**config.mk**
```make
export PLATFORM = sky130hd
export DESIGN_NAME = ysyx_22040365_ifu
export DESIGN_NICKNAME = d
export VERILOG_FILES = /design/src/rtl/ysyx_22040365_ifu.sv
export SDC_FILE = /design/constraint.sdc
export NUM_CORES = 1
export LEC_CHECK = 0
export CORE_MARGIN = 8
export CORE_UTILIZATION = 47
export CTS_BUF_LIST = sky130_fd_sc_hd__clkbuf_4 sky130_fd_sc_hd__clkbuf_8 sky130_fd_sc_hd__clkbuf_16
export CTS_CLUSTER_DIAMETER = 120
export CTS_CLUSTER_SIZE = 16
export DETAILED_ROUTE_END_ITERATION = 8
export PLACE_DENSITY = 0.85
export SYNTH_ARGS = -nofsm -noshare
export SYNTH_HDL_FRONTEND = slang
export SYNTH_SLANG_ARGS = --single-unit
export TNS_END_PERCENT = 10
```
**constraint.sdc**
```tcl
create_clock -name clk -period 3.32 [get_ports clk]
set_input_delay 0.664 -clock clk [delete_from_list [all_inputs] [get_ports clk]]
set_output_delay 0.664 -clock clk [all_outputs]
set_load 0.02 [all_outputs]
```
**src/rtl/ysyx_22040365_ifu.sv**
```systemverilog
// Instruction fetch unit: owns the PC, fetches one word at a time from instruction
// memory (one request outstanding at most) and presents it to decode on a valid/ready
// channel. Execute redirects override everything; a fetch already in flight when a
// redirect lands is flagged and its response discarded.
`timescale 1ns/1ps
module ysyx_22040365_ifu #(
  parameter int unsigned          ADDR_W   = 64,
  parameter logic [ADDR_W-1:0]    RESET_PC = 64'h0000_0000_8000_0000
) (
  input  logic              clk,
  input  logic              rst,

  output logic              imem_req_valid,
  input  logic              imem_req_ready,
  output logic [ADDR_W-1:0] imem_req_addr,
  input  logic              imem_resp_valid,
  input  logic [31:0]       imem_resp_data,

  output logic              inst_valid,
  input  logic              inst_ready,
  output logic [31:0]       inst,
  output logic [ADDR_W-1:0] inst_pc,

  input  logic              redirect_valid,
  input  logic [ADDR_W-1:0] redirect_pc
);

  localparam logic [31:0] NopInst = 32'h0000_0013;

  typedef enum logic [1:0] {StIdle, StReq, StWait, StHold} state_e;

  state_e            state_q, state_d;
  logic [ADDR_W-1:0] pc_q, pc_d;
  logic              drop_q, drop_d;
  logic [31:0]       inst_q, inst_d;
  logic [ADDR_W-1:0] inst_pc_q, inst_pc_d;

  logic [ADDR_W-1:0] target;

  // Redirect targets are forced onto a word boundary.
  assign target = redirect_pc & ~ADDR_W'(3);

  // Next-state logic; redirect takes priority in every state.
  always_comb begin
    state_d   = state_q;
    pc_d      = pc_q;
    drop_d    = drop_q;
    inst_d    = inst_q;
    inst_pc_d = inst_pc_q;
    case (state_q)
      StIdle: begin
        state_d = StReq;
        if (redirect_valid) pc_d = target;
      end
      StReq: begin
        if (imem_req_ready) state_d = StWait;
        if (redirect_valid) begin
          pc_d = target;
          // The old-address request was accepted this cycle; its response is stale.
          if (imem_req_ready) drop_d = 1'b1;
        end
      end
      StWait: begin
        if (redirect_valid) begin
          pc_d = target;
          if (imem_resp_valid) begin
            // Response arriving now is for the old PC: discard it and refetch.
            drop_d  = 1'b0;
            state_d = StReq;
          end else begin
            drop_d = 1'b1;
          end
        end else if (imem_resp_valid) begin
          if (drop_q) begin
            drop_d  = 1'b0;
            state_d = StReq;
          end else begin
            inst_d    = imem_resp_data;
            inst_pc_d = pc_q;
            state_d   = StHold;
          end
        end
      end
      StHold: begin
        if (redirect_valid) begin
          pc_d    = target;
          state_d = StReq;
        end else if (inst_ready) begin
          pc_d    = pc_q + ADDR_W'(4);
          state_d = StReq;
        end
      end
      default: state_d = StIdle;
    endcase
  end

  // State and datapath registers with asynchronous active-low reset.
  always_ff @(posedge clk or negedge rst) begin
    if (!rst) begin
      state_q   <= StIdle;
      pc_q      <= RESET_PC;
      drop_q    <= 1'b0;
      inst_q    <= NopInst;
      inst_pc_q <= RESET_PC;
    end else begin
      state_q   <= state_d;
      pc_q      <= pc_d;
      drop_q    <= drop_d;
      inst_q    <= inst_d;
      inst_pc_q <= inst_pc_d;
    end
  end

  // Outputs decoded from the state register or driven straight from flops.
  always_comb begin
    imem_req_valid = (state_q == StReq);
    imem_req_addr  = pc_q;
    inst_valid     = (state_q == StHold);
    inst           = inst_q;
    inst_pc        = inst_pc_q;
  end

endmodule

```
==> summary.md <==
| Metric | Value |
|---|---|
| Status | completed |
| DR DRC count | 0 |
| RSZ-0062 raised after global routing | no |
| Final Skew | about 7.6 ps |
| Placer Congestion | between 0.8 and 0.9 |
| Crit path buf inv count | 0 |
| Post-Synth XOR/XNOR Area | 0% |
| Post-CTS Hold Fix Bufs | 0 |
| Post-synth EDFFs | 0 |
| Simple-Gate Fraction of Synth Area | around 19% |
| Share of flip-flops with an asynchronous set or reset | 100% |
| Starting Density | 47.7% |
| WS Path Type | register to register |
| Syn Area/Cell | between 10 and 15 µm² |
| Die extent in x | between 100 and 150 µm |
| Initial antenna violation count | 2 |
| Htree depth | 4 |
| CP cell instances | nand4_1 -> or3_1 -> or4_1 -> or4_1 -> nand3_1 |
| Clock Tree Buf Depth | 2 |
| Vias | ~7600 |
| DP HPWL | about 19000 µm |
| Routed vias/inst | between 5 and 6 |
| Largest family of logic cells by synthesized area | simple AND/OR/NAND/NOR gates |
| Least-Margin Pin Slew | roughly 760 ps |
| Clock-pin slew of the registers on the worst-case setup and hold paths | roughly 60 ps |
| Grt ovf | 0 |
| Worst setup SP type | register |
| Layout cell share with drive strength beyond 1 | around 17% |
| Sequential share of the synthesized area | between 40% and 50% |
| Adder-Cell Fraction of Synth Area | less than 1% |
| Setup crit end kind | register |
| Synth warn | 0 |
| VDD IR max | roughly 490 µV |
| Final net count | ~1100 |
| WP data arrival | 3250 ps |
| Cts bufs inserted | 17 |
| Port Buf Inserts | between 200 and 300 |
| Worst EP required | about 3700 ps |
| Area Overhead vs Synth | 43.1% |
| Hold Path Class | primary input to async pin |
| Mux share of post-synthesis cell area | 13.6% |
| CTS Sinks | roughly 160 |
| Pre-CTS setup slack | approximately 510 ps |
| Number of core rows | 48 |
| Total core area | 17100 µm² |
| Distinct cells, synth | 63 |
| Top_reg_cell synth | dfrtp_1 |
| Max_cap viols | 0 |
| Post-Syn Instances | between 700 and 800 |
| #FFs+latches synth | 159 |
| Pin count of the biggest net entering global routing | about 110 |
| Complex-gate fraction of the synthesized area | 13.7% |
| Final worst slack | between 400 and 500 ps |
| Leakage Power | ~4.8 nW |
| Final min period | slightly below 3000 ps |
| Final setup fails | 0 |
| Slew HR | roughly 50% |
| Pins over their slew limit | 0 |
| First-pass GRT wire length | around 42000 µm |
| Largest stage delay on the critical path | 700 ps |
| Chip Height | approximately 150 µm |
| DRT iter0 DRCs | ~700 |
| Hold_ws | approximately 250 ps |
| Gr usage total | between 20% and 30% |
| Vias in the first global route | approximately 7500 |
| Iteration count of the initial detailed-routing pass | 6 |
| Post-synthesis cell area | 8160 µm² |
| Util after Layout | 68.2% |
| Leading cell type in the layout, fill and taps excluded | clkdlybuf4s50_1 |
| Total Die Area | about 22000 µm² |
| Post-route ant nets | 0 |
| Pwr per Cell Area | about 800 nW/µm² |
| DR WL/cell | 21.1 µm |
| CP Max Fanout | 12 |
| Most frequent cells in the layout | clkdlybuf4s50_1 (256), dfrtp_1 (154), mux2_2 (95) |
| CTS tree | built |
| Worst-Skew Late Latency | around 430 ps |
| Final Hold Vio Count | 0 |
| Worst path most repeated cell | or4_1 |
| Fmax | approximately 0.35 GHz |
| Post-cts resize count | 0 |
| CP top delay family | simple AND/OR/NAND/NOR gates |
| Setup Buffers After CTS | 0 |
| Tot Pwr | between 9 and 10 mW |
| Final period util | between 80% and 90% |
| Register-to-register setup slack | about 430 ps |
| Antenna Cells | 0 |
| Sum of negative setup slack | 0 ps |
| Critical-path cell with the highest stage delay | or4_1 |
| WL final | roughly 27000 µm |
| Root buf cell | clkbuf_16 |
| Ports | between 200 and 300 |
routing by layer:
| layer | share of wire (%) | global-route usage [%] |
|---|---|---|
| met1 | 39 | 28.8 |
| met2 | 50 | 39.9 |
| met3 | 10 | 8.65 |
| met4 | 1.7 | 6.73 |
| met5 | 0.074 | 0 |
cell type report:
type                            instances  area (µm²)
Clock buffer                           19         447
Clock inverter                         12         160
Fill cell                            1349        5440
Inverter                               14        52.6
Multi-Input combinational cell        565        3920
Sequential cell                       159        3990
Tap cell                              225         282
Timing Repair Buffer                  281        2830
flip-flops by register name (all words and copies together) (netlist names):
signal         flops
inst_pc           62
drop_q             1
state_q            2
imem_req_addr     62
inst              32
logic make-up (layout without fill, tap and decap cells):
logic type / count (synthesis) / count (layout)
DFF: 159 / 159
AOI/OAI and AO/OA: 173 / 173
other: 1 / 4
adders and majority gates: 6 / 6
buffers and inverters: 72 / 326
and+or+nand+nor: 283 / 283
muxes: 99 / 99
cell usage after synthesis (all sizes together) (2+ instances only):
cell type,number,share of area [%]
ha,6,0.92
a311oi,8,0.86
nor3b,3,0.28
or3,19,1.5
a41oi,4,0.43
dfrtp,154,47
inv,14,0.64
nand2b,5,0.38
and2,6,0.46
o22ai,13,1.0
a22oi,2,0.18
and4,10,1.1
clkbuf,43,2.0
o22a,11,1.2
nor4,16,1.3
buf,15,0.98
mux2,95,13
dfstp,5,1.6
or2,5,0.38
or4,13,1.3
o21ai,28,1.7
mux2i,4,0.49
and3,16,1.2
nand4,33,2.7
a2bb2oi,8,0.86
a211oi,7,0.64
nor2,42,1.9
a21o,2,0.20
a21oi,55,3.4
nor3,22,1.5
nand3,41,2.5
o31ai,3,0.28
a31oi,10,0.77
o21a,4,0.37
o211ai,7,0.64
nand2,47,2.2
a22o,2,0.21
final timing paths:
kind,startpoint,endpoint,depth (start not counted)
max,imem_req_addr[8]$_DFFE_PN0P_,imem_req_addr[43]$_DFFE_PN0P_,5
max in group asynchronous,rst,inst_pc[20]$_DFFE_PN0P_,2
min,rst,inst_pc[43]$_DFFE_PN0P_,1
min in group clk,inst_pc[43]$_DFFE_PN0P_,inst_pc[43]$_DFFE_PN0P_,1
min reg2reg,inst_pc[43]$_DFFE_PN0P_,inst_pc[43]$_DFFE_PN0P_,1
max reg2reg,imem_req_addr[8]$_DFFE_PN0P_,imem_req_addr[43]$_DFFE_PN0P_,5
metrics by stage:
step	cells	area, µm²
finish	1275	11700
global route	1275	11700
CTS	1275	11700
detailed placement	1244	11100
global placement	1244	11100
floorplan	796	8170
power breakdown:
part | leakage, nW | switching [mW] | internal, mW
sequential | 2.01 | 0.732 | 2.65
clock | 0.286 | 0.824 | 1.21
combinational | 2.47 | 2.08 | 2.03
total | 4.76 | 3.64 | 5.90
Note: power is estimated with default switching activity, not from simulation.
